--- src/rtl/alu_pipe.sv ---
// alu_pipe: single-issue ALU with a registered result stage and a radix-2 shift-add multiplier.
module alu_pipe #(
   parameter int         WIDTH     = 32,
   parameter logic [3:0] FLAG_INIT = 4'b0000
) (
   input  logic             clk,
   input  logic             rst,
   input  logic             in_valid,
   output logic             in_ready,
   input  logic [WIDTH-1:0] a,
   input  logic [WIDTH-1:0] b,
   input  logic [3:0]       ops,
   input  logic             mul,
   input  logic             set_flags,
   output logic             out_valid,
   input  logic             out_ready,
   output logic [WIDTH-1:0] s,
   output logic             n,
   output logic             z,
   output logic             c,
   output logic             v,
   output logic             busy
);
   localparam int CW = $clog2(WIDTH + 1);
   typedef enum logic {IDLE, MUL} state_t;
   state_t           state, state_nx;
   logic [CW-1:0]    cnt;
   logic [WIDTH-1:0] mcand, mplier, acc, prod, res, x, y;
   logic [WIDTH:0]   sum;
   logic             accept, done, arith, cin, upd, msf;
   assign busy     = state == MUL;
   assign in_ready = !busy && (!out_valid || out_ready);
   assign accept   = in_valid && in_ready;
   assign done     = busy && cnt == CW'(1);
   assign prod     = acc + (mplier[0] ? mcand : '0);
   always_comb begin
      state_nx = (state == IDLE && accept && mul) ? MUL : done ? IDLE : state;
   end
   // Subtracts are folded into an adder: the subtrahend is inverted and the carry-in supplies the +1 (or stored c).
   always_comb begin
      arith = ops inside {[4'd2:4'd7], 4'd10, 4'd11};
      x     = (ops == 4'd3 || ops == 4'd7) ? b : a;
      y     = ops inside {4'd2, 4'd6, 4'd10} ? ~b : (ops == 4'd3 || ops == 4'd7) ? ~a : b;
      cin   = ops inside {[4'd5:4'd7]} ? c : ops inside {4'd2, 4'd3, 4'd10};
      sum   = {1'b0, x} + {1'b0, y} + {{WIDTH{1'b0}}, cin};
      upd   = ops[3:2] == 2'b10 || set_flags;
      case (ops)
         4'd0, 4'd8: res = a & b;
         4'd1, 4'd9: res = a ^ b;
         4'd12:      res = a | b;
         4'd13:      res = b;
         4'd14:      res = a & ~b;
         4'd15:      res = ~b;
         default:    res = sum[WIDTH-1:0];
      endcase
   end
   always_ff @(posedge clk or posedge rst) begin
      if (rst) state <= IDLE;
      else     state <= state_nx;
   end
   always_ff @(posedge clk or posedge rst) begin
      if (rst) begin
         s            <= '0;
         out_valid    <= 1'b0;
         {n, z, c, v} <= FLAG_INIT;
         cnt          <= '0;
         acc          <= '0;
         mcand        <= '0;
         mplier       <= '0;
         msf          <= 1'b0;
      end else if (accept && mul) begin
         mcand     <= a;
         mplier    <= b;
         acc       <= '0;
         cnt       <= CW'(WIDTH);
         msf       <= set_flags;
         out_valid <= 1'b0;
      end else if (accept) begin
         s         <= res;
         out_valid <= 1'b1;
         if (upd) begin
            n <= res[WIDTH-1];
            z <= res == '0;
            if (arith) begin
               c <= sum[WIDTH];
               v <= (x[WIDTH-1] == y[WIDTH-1]) && (sum[WIDTH-1] != x[WIDTH-1]);
            end
         end
      end else if (busy) begin
         acc    <= prod;
         mcand  <= mcand << 1;
         mplier <= mplier >> 1;
         cnt    <= cnt - CW'(1);
         if (done) begin
            s         <= prod;
            out_valid <= 1'b1;
            if (msf) begin
               n <= prod[WIDTH-1];
               z <= prod == '0;
            end
         end
      end else if (out_ready) begin
         out_valid <= 1'b0;
      end
   end
endmodule
--- config.mk ---
export PLATFORM = sky130hd
export DESIGN_NAME = alu_pipe
export DESIGN_NICKNAME = d
export VERILOG_FILES = /design/src/rtl/alu_pipe.sv
export SDC_FILE = /design/constraint.sdc
export NUM_CORES = 1
export LEC_CHECK = 0
export CAP_MARGIN = 15
export CORE_MARGIN = 8
export CORE_UTILIZATION = 40
export CTS_BUF_LIST = sky130_fd_sc_hd__clkbuf_16
export CTS_CLUSTER_DIAMETER = 120
export DETAILED_ROUTE_END_ITERATION = 6
export GPL_ROUTABILITY_DRIVEN = 0
export PLACE_DENSITY = 0.7
export SLEW_MARGIN = 10
export SYNTH_ARGS = -nofsm -noshare
export SYNTH_HDL_FRONTEND = slang
export SYNTH_SLANG_ARGS = --single-unit
--- constraint.sdc ---
create_clock -name clk -period 12.15 [get_ports clk]
set_input_delay 2.43 -clock clk [delete_from_list [all_inputs] [get_ports clk]]
set_output_delay 2.43 -clock clk [all_outputs]
set_load 0.02 [all_outputs]
---- Word-level counts from Yosys, hierarchy flattened ----
Index checks and enable logic that the tools add are counted.
operators by class
  $lt $le $gt $ge ......................... 3
  equal/unequal tests ..................... 20
  bitwise gates (word level) .............. 8
  multiplexer cells ....................... 38
  reductions and logical operators ........ 33
  add/sub/neg operators ................... 4
operators by type and width
  cell                                                                   count
  32-bit 2-to-1 mux                                                      16
  32-bit one-hot mux with 6 select lines                                 1
  32-bit AND                                                             2
  32-bit zero test                                                       2
  32-bit inverter                                                        2
  32-bit by 32-bit adder with 33-bit output                              1
  33-bit by 1-bit adder with 33-bit output                               1
  32-bit adder                                                           1
  4-bit == test, second input constant                                   8
  32-bit bitwise OR                                                      1
  32-bit XOR                                                             1
  1-bit 2-to-1 mux                                                       18
  6-bit 2-to-1 mux                                                       3
  2-bit nonzero test                                                     5
  1-bit logical AND                                                      9
  3-bit nonzero test                                                     3
  4-bit by 2-bit == test with 1-bit output, second input constant        2
  4-bit by 3-bit == test with 1-bit output, second input constant        2
  6-bit by 1-bit == test with 1-bit output, second input constant        1
  6-bit by 1-bit subtractor with 6-bit output, second input constant     1
  5-bit AND reduction                                                    1
  4-bit by 1-bit == test with 1-bit output, second input constant        1
  4-bit by 2-bit >= comparator with 1-bit output, second input constant  1
  4-bit by 3-bit >= comparator with 1-bit output, second input constant  1
  15 further kinds                                                       22
storage, ports and cells
  register bits ........................... 141
  bits of input ports ..................... 74

---- Logic depth before layout (Yosys ltp) ----
Gate-level depths: netlist (run 1).
  word-level depth ........................ 10
  depth in mapped cells ................... 24
  gate-level depth less buffers ........... 19

---- Worst setup path after synthesis (run 1) ----
Ideal clock, no wire load.
  path kind ............................... input port to flip-flop
  from .................................... input port ops[1]
  to ...................................... register z
  cell stages on the path ................. 24
  setup slack ............................. 4.033 ns
  arrival time ............................ 7.997 ns
  data required time ...................... 12.030 ns
  library setup time ...................... 0.120 ns
  cells stage by stage .................... buf_2 -> buf_1 -> clkbuf_1 -> buf_1 -> clkbuf_1 -> nand2_1 -> o21ai_1 -> clkbuf_1 -> nor2_1 -> a211oi_1 -> fa_1 -> inv_1 -> fa_1 -> a21oi_1 -> o211ai_1 -> a211o_1 -> a2111oi_4 -> o41ai_1 -> and4_4 -> a2111oi_4 -> xnor2_1 -> a211oi_2 -> and4_1 -> a31o_1
on the way
  cells in the longest elaborated chain, start to end .. 10
  elaborated cells between the ends (all ways) .. 31
ends and longest elaborated chain
  item                                                                                                  line        source
  start, declared                                                                                       12          input logic [3:0] ops,
  4-bit by 2-bit == test with 1-bit output or 4-bit by 3-bit == test with 1-bit output (tied branches)  42, 43, 44
  1-bit logical OR                                                                                      42, 43
  32-bit 2-to-1 mux (2 in a row)                                                                        43          y = ops inside {4'd2, 4'd6, 4'd10} ? ~b : (ops == 4'd3 || ops == 4'd7) ? ~a : b;
  32-bit by 32-bit adder with 33-bit output                                                             45          sum = {1'b0, x} + {1'b0, y} + {{WIDTH{1'b0}}, cin};
  33-bit by 1-bit adder with 33-bit output                                                              45
  32-bit one-hot mux with 6 select lines (*)                                                            47          case (ops)
  32-bit zero test (*)                                                                                  83          z <= res == '0;
  1-bit 2-to-1 mux (*)                                                                                  81          if (upd) begin
  1-bit 2-to-1 mux (*)                                                                                  78          end else if (accept) begin
  end signal, assigned                                                                                  65          {n, z, c, v} <= FLAG_INIT;
  end signal, assigned                                                                                  83
  end signal, assigned                                                                                  99          z <= prod == '0;
  end, declared                                                                                         19          output logic z,
Mark *: on every way between the ends. The rest lies on a longest branch, timed or not. The select of a mux whose other input is x is not followed.
A chain may end at the register's enable or synchronous reset.

---- Worst setup path in the final report (run 1) ----
  from .................................... input port ops[2]
  to ...................................... register z
on the way
  cells in the longest elaborated chain, start to end .. 10
  elaborated cells between the ends (all ways) .. 35
ends and longest elaborated chain
  item                                                                                                  line
  4-bit by 2-bit == test with 1-bit output or 4-bit by 3-bit == test with 1-bit output (tied branches)  42, 43, 44
  1-bit logical OR                                                                                      42, 43
  32-bit 2-to-1 mux (2 in a row)                                                                        43
  32-bit by 32-bit adder with 33-bit output                                                             45
  33-bit by 1-bit adder with 33-bit output                                                              45
  32-bit one-hot mux with 6 select lines                                                                47
  32-bit zero test                                                                                      83
  1-bit 2-to-1 mux                                                                                      81
  1-bit 2-to-1 mux                                                                                      78
Several ways; a longest one is shown, not always the timed one. The select of a mux whose other input is x is not followed.

==> results of run 1 <==
-- cell type report --
cell class                 instances  area (um^2)  area share (%)
sequential                       141         3530            23.6
clock buffer                      17          425            2.84
inverter                          86          328            2.19
tap                              442          553            3.70
timing repair buffer             131         1260            8.40
clock inverter                    15          134           0.895
multi-input combinational       1418         8730            58.4
-- worst reg2reg max path, cell delays in order (launching register included) --
cell       delay (ns)
dfrtp_4          0.83
buf_4            0.74
nor4b_1          0.41
nand3b_1         0.23
a22o_1           0.40
nor4_1           0.40
nand4bb_1        0.18
nor4_1           0.27
nand4_1          0.15
nor4_1           0.32
nand3_1          0.14
o31ai_1          0.31
a31o_1           0.14
-- kinds of logic after synthesis --
| family | count (synthesis) | share of synthesized area, % |
|---|---|---|
| XOR/XNOR | 81 | 5.46 |
| AND/OR/NAND/NOR | 641 | 22.0 |
| adder cells (fa/ha/maj) | 99 | 9.70 |
| multiplexers | 22 | 1.73 |
| flip-flops | 141 | 27.1 |
| buffers and inverters | 207 | 6.00 |
| AO/OA/AOI/OAI | 575 | 27.9 |
-- through the flow --
stage	std cells	area, um^2
finish	2250	15000
CTS	2250	15000
global route	2250	15000
floorplan	1766	13000
detailed placement	2218	14400
global placement	2218	14400
-- path summary, 6_finish.rpt --
path                            cells past startpoint         end  slack, ns        from
worst max-delay path                               19           z       4.26      ops[2]
worst min-delay path                                2  mplier[14]       0.48  mplier[14]
worst max register to register                     12           z       7.56        busy
worst min register to register                      2  mplier[14]       0.48  mplier[14]
max in group asynchronous                           3  mplier[31]       8.30         rst
min in group asynchronous                           2      cnt[2]       2.49         rst
-- power by group --
group	switching [mW]	total (mW)	internal [mW]
Clock	0.211	0.508	0.297
Sequential	0.165	0.837	0.672
Combinational	0.831	1.39	0.556
Total	1.21	2.73	1.52
-- layout by cell type, fill, tap and decap left out, types with 6 or more instances in the layout --
cell	synthesis	layout
a211oi_1	18	18
a21o_1	18	18
a21oi_1	107	107
a22oi_1	63	63
a31oi_1	36	36
a32oi_1	8	8
and2_1	36	36
and3_1	7	6
buf_4	0	20
clkbuf_16	0	17
clkdlybuf4s50_1	0	110
dfrtp_1	141	140
ha_1	96	96
inv_1	86	88
mux2i_1	18	18
nand2_1	375	374
nand2b_1	8	8
nand3_1	34	34
nand3b_1	6	6
nand4_1	11	11
nor2_1	85	82
nor2b_1	14	14
nor3_1	20	19
nor4_1	9	9
o211ai_1	16	16
o21a_1	13	13
o21ai_0	201	201
o21bai_1	6	6
o221ai_1	11	11
o22ai_1	15	15
o31ai_1	10	10
xnor2_1	49	49
xor2_1	32	32
-- flip-flops by register name (all words and copies together), names as in the netlist --
register	flops
acc	32
mcand	32
mplier	32
s	32
cnt	6
busy	1
c	1
msf	1
n	1
out_valid	1
v	1
z	1
-- per-layer routing --
layer	up-vias	GRT usage, %	share of wire, %
met5	-	0	0
met2	562	33.8	45
met1	6162	29.5	45
met3	70	3.46	8.0
met4	0	8.25	2.8
li1	6335	-	-
==> results.toml, run 1 <==
[clock_network]
htreeDepth = 4
clkSinkCount = 141
clkSlewWorstSetupHoldPaths_ns = 0.06
postCtsSetupBuffers = 0
cts_buffers = 17
cts_root_buf = "clkbuf_16"
cts_tree = "yes"
holdBufCountCts = 0
clk-insertion-delay-late_ns = 0.44
clockBufferDepth = 2
ctsResizeCount = 0

[status]
status = "completed"

[timing]
worstMarginPinSlew_ns = 0.992
clock_skew_ns = 0.0112
rsz0062_at_grt = "false"
setup_viol = 0
whs_ns = 0.476
maxSlewHeadroom_pct = 33.8
fin_ws_ns = 4.26
totalNegativeSetupSlack_ns = 0
slew_violations = 0
post-route-min-period_ns = 7.89
hold_violations = 0
final.period_utilization_pct = 64.9
fmax_mhz = 127

[floorplan]
start_util_pct = 40.3
die_w_um = 196
die_h_um = 196
core-area_um2 = 32300
dieArea_um2 = 38500
rows = 66
ios = 113

[synth]
synth_ff_type = "dfrtp_1"
synth_edf_count = 0
synth.distinct_cells = 71
synth_nets = 1939
async_flop_share_pct = 100
synth_cells = 1766
yosysTopAreaCellShare_pct = 27.1
yosysWarnings = 0
ys_seq_area_share_pct = 27.1
post-synth-top-count-cell = "nand2_1"
yosys-top-cells-area = "dfrtp_1 27%, nand2_1 11%, ha_1 9.2%"
avgSynthCellArea_um2 = 7.36
yosysTopAreaCell = "dfrtp_1"
netlist_area_um2 = 13000
synth_seq_cells = 141
synth_commonest_cells = "375 x nand2_1, 201 x o21ai_0, 141 x dfrtp_1, 107 x a21oi_1, 104 x clkbuf_1"

[final_layout]
drive_gt1_share_pct = 4.26
n_fill_cell = 3162
nets = 1968
synthToLayoutAreaGrowth_pct = 15.1
num_antenna_cells = 0
utilization_pct = 46.3

[grt]
grt_remaining_overflow = 0
grt_pass1_wl_um = 67600
grt_pass1_vias = 12500
grt_max_degree = 98
antenna_found_initial = 0
grt_use_total_pct = 21.6

[routing]
wl_per_cell_um = 18.7
drt_iter0_drc = 1458
vias = 13100
viasPerCell = 5.84
ant_nets = 0
wl_um = 42100
route.detailed.drc = 0
first_pass_iters = 5

[setup_path]
start_kind = "primary input"
cp.arrival_ns = 8.26
cp_top_family = "compound AO/OA/AOI/OAI gates"
cpMaxStageDelayCell = "clkdlybuf4s50_1"
crit_chain = "clkdlybuf4s50_1 > and2_1 > nor2_2 > buf_4 > a211oi_1 > fa_1 > inv_1 > fa_1 > a21oi_1 > o211ai_1 > a211o_1 > a2111oi_4 > o41ai_1 > and4_4 > a2111oi_4 > xnor2_1 > a211oi_2 > and4_1 > a31o_1"
critPathMaxFanout = 32
critical_path_required_ns = 12.52
cp-end-kind = "flop"
path_class = "in2reg"
path_buf_inv = 3
slowest_delay_ns = 0.94

[run]
drv_cap = 0

[power_and_ir_drop]
total_power_mw = 2.73
leakagePower_nw = 6.77
ir_worst_vdd_uv = 94.2
powerDensity_nw_per_um2 = 183

[placement]
place_worst_setup_slack_ns = 3.91
numPortBuffers = 112
hpwlAfterDp_um = 30900

[min_path]
hp-class = "reg2reg"
No activity file was read; power rests on OpenSTA's default activity.
==> run 2, diff against run 1 <==
- PLACE_DENSITY: 0.7 -> 0.72
- clock period: 12.15 -> 7 ns (I/O delays scaled with it)
==> run 2 against run 1 <==
  * Critical path depth down 3
  * Core utilization is 0.19 points higher
  * Routed wire length rose by 0.54%
  * Design area is 0.42% higher
  * Register-to-register slack got worse by 5.3 ns
  * Largest cell class unchanged
  * Largest power group unchanged
  * Highest routed layer unchanged
==> results.toml, run 2 (same netlist as run 1, synthesis figures left out) <==
[final_layout]
final_cell_mix = "374 x nand2_1, 201 x o21ai_0, 140 x dfrtp_1"
utilization_pct = 46.5
num_antenna_cells = 0
synthToLayoutAreaGrowth_pct = 15.5
drive_gt1_share_pct = 4.53
nets = 1972
fin_area_um2 = 15000
n_fill_cell = 3154
final_common_cell = "nand2_1"

[grt]
grt_use_total_pct = 21.6
grt_pass1_wl_um = 67800
grt_remaining_overflow = 0
antenna_found_initial = 0
grt_max_degree = 94
grt_pass1_vias = 12500

[power_and_ir_drop]
p_sw_mw = 2.14
internal_power_mw = 2.69
p_clk_share_pct = 19.7
netSwitchingFraction_pct = 44.3
p_comb_share_pct = 50.0
leakagePower_nw = 6.80
ir_worst_vdd_uv = 153
seqPwrFrac_pct = 30.3
powerDensity_nw_per_um2 = 322
total_power_mw = 4.83

[setup_path]
crit_path_start = "ops[3]"
path_class = "in2reg"
cp.arrival_ns = 6.53
cp-end-kind = "flop"
rr_worst_depth = 13
critPathMaxFanout = 93
start_kind = "primary input"
reg2reg_from = "mplier[0]"
critical_path_required_ns = 7.34

[routing]
ant_nets = 0
drt_iter0_drc = 1310
vias = 13400
viasPerCell = 5.94
first_pass_iters = 6
route.detailed.drc = 0
wl_um = 42400
wl_per_cell_um = 18.8

[run]
drv_cap = 0

[floorplan]
ios = 113
die_h_um = 196
rows = 66
core-area_um2 = 32300
die_w_um = 196
dieArea_um2 = 38500
start_util_pct = 40.3

[min_path]
min_from = "s[27]"
hp-class = "reg2reg"
whs_path_depth = 2

[clock_network]
clkSlewWorstSetupHoldPaths_ns = 0.07
holdBufCountCts = 0
cts_root_buf = "clkbuf_16"
cts_buffers = 17
postCtsSetupBuffers = 0
clk-insertion-delay-late_ns = 0.44
clkSinkCount = 141
htreeDepth = 4
clockBufferDepth = 2
cts_tree = "yes"
ctsResizeCount = 0

[timing]
fin_ws_ns = 0.805
setup_viol = 0
clock_skew_ns = 0.00734
fmax_mhz = 161
final.period_utilization_pct = 88.5
hold_violations = 0
totalNegativeSetupSlack_ns = 0
worstMarginPinSlew_ns = 0.936
slew_violations = 0
maxSlewHeadroom_pct = 37.4
rsz0062_at_grt = "false"
post-route-min-period_ns = 6.20

[status]
status = "completed"

[placement]
hpwlAfterDp_um = 31300
placed_area_um2 = 14400
numPortBuffers = 112
place_worst_setup_slack_ns = 0.423
-- run 2: changes by cell type in the layout (fill, tap and decap cells not counted) --
cell	delta
bufinv_16	+1
nor3b_4	-1
nor3b_2	+1
clkinv_2	-3
clkinvlp_4	-1
inv_6	+4
buf_4	+4
clkinv_1	-1
-- run 2: power groups by stage --
stage | sequential, mW | combinational, mW | clock, mW
floorplan | 1.46 | 1.59 | 0
global placement | 1.46 | 2.33 | 0
detailed placement | 1.48 | 2.37 | 0
CTS | 1.46 | 2.39 | 0.959
global route | 1.52 | 2.66 | 0.998
finish | 1.46 | 2.42 | 0.952
-- run 2: final timing paths --
path / end / slack (ns)
max reg2reg: z / 2.29
max in group asynchronous: mcand[4] / 4.13
max: z / 0.80
min: s[27] / 0.48
min reg2reg: s[27] / 0.48
min in group asynchronous: cnt[2] / 1.47
-- run 2: worst max-delay path, cell delays in order --
cell and delay [ns]:
clkdlybuf4s50_1 0.67, nand3b_1 0.27, buf_4 0.62, o21ai_0 0.30, fa_1 0.53, a21oi_1 0.28
o211ai_1 0.16, a211o_1 0.40, a2111oi_4 0.48, nor3_1 0.10, or2_2 0.29, xnor2_1 0.12
o21ai_0 0.26, and4b_1 0.25, and4_1 0.17, a31o_1 0.20
-- run 2: layout make-up --
class,instances,area (um^2),share of cell area [%]
inverters,86,328,2.18
clock buffers,17,425,2.83
well taps,442,553,3.68
clock inverters,15,173,1.15
repair buffers,135,1290,8.56
flip-flops and latches,141,3530,23.5
multi-input cells,1418,8720,58.1
-- run 2: through the flow --
step	hold slack (ns)	cells
final	0.475	2254
after global routing	0.496	2254
after CTS	0.483	2254
after detailed placement	0.463	2222
after global placement	0.459	2222
after floorplan	0.446	1766
-- run 2: per-layer routing --
metal / vias up / track usage [%] / part of all wire (%) / routed length [um]
met1: 6258 / 29.5 / 43 / 18300
met2: 671 / 33.0 / 44 / 18600
met3: 111 / 4.35 / 9.0 / 3830
met4: 0 / 8.70 / 3.8 / 1610
met5: - / 0 / 0 / 0
li1: 6353 / - / - / -
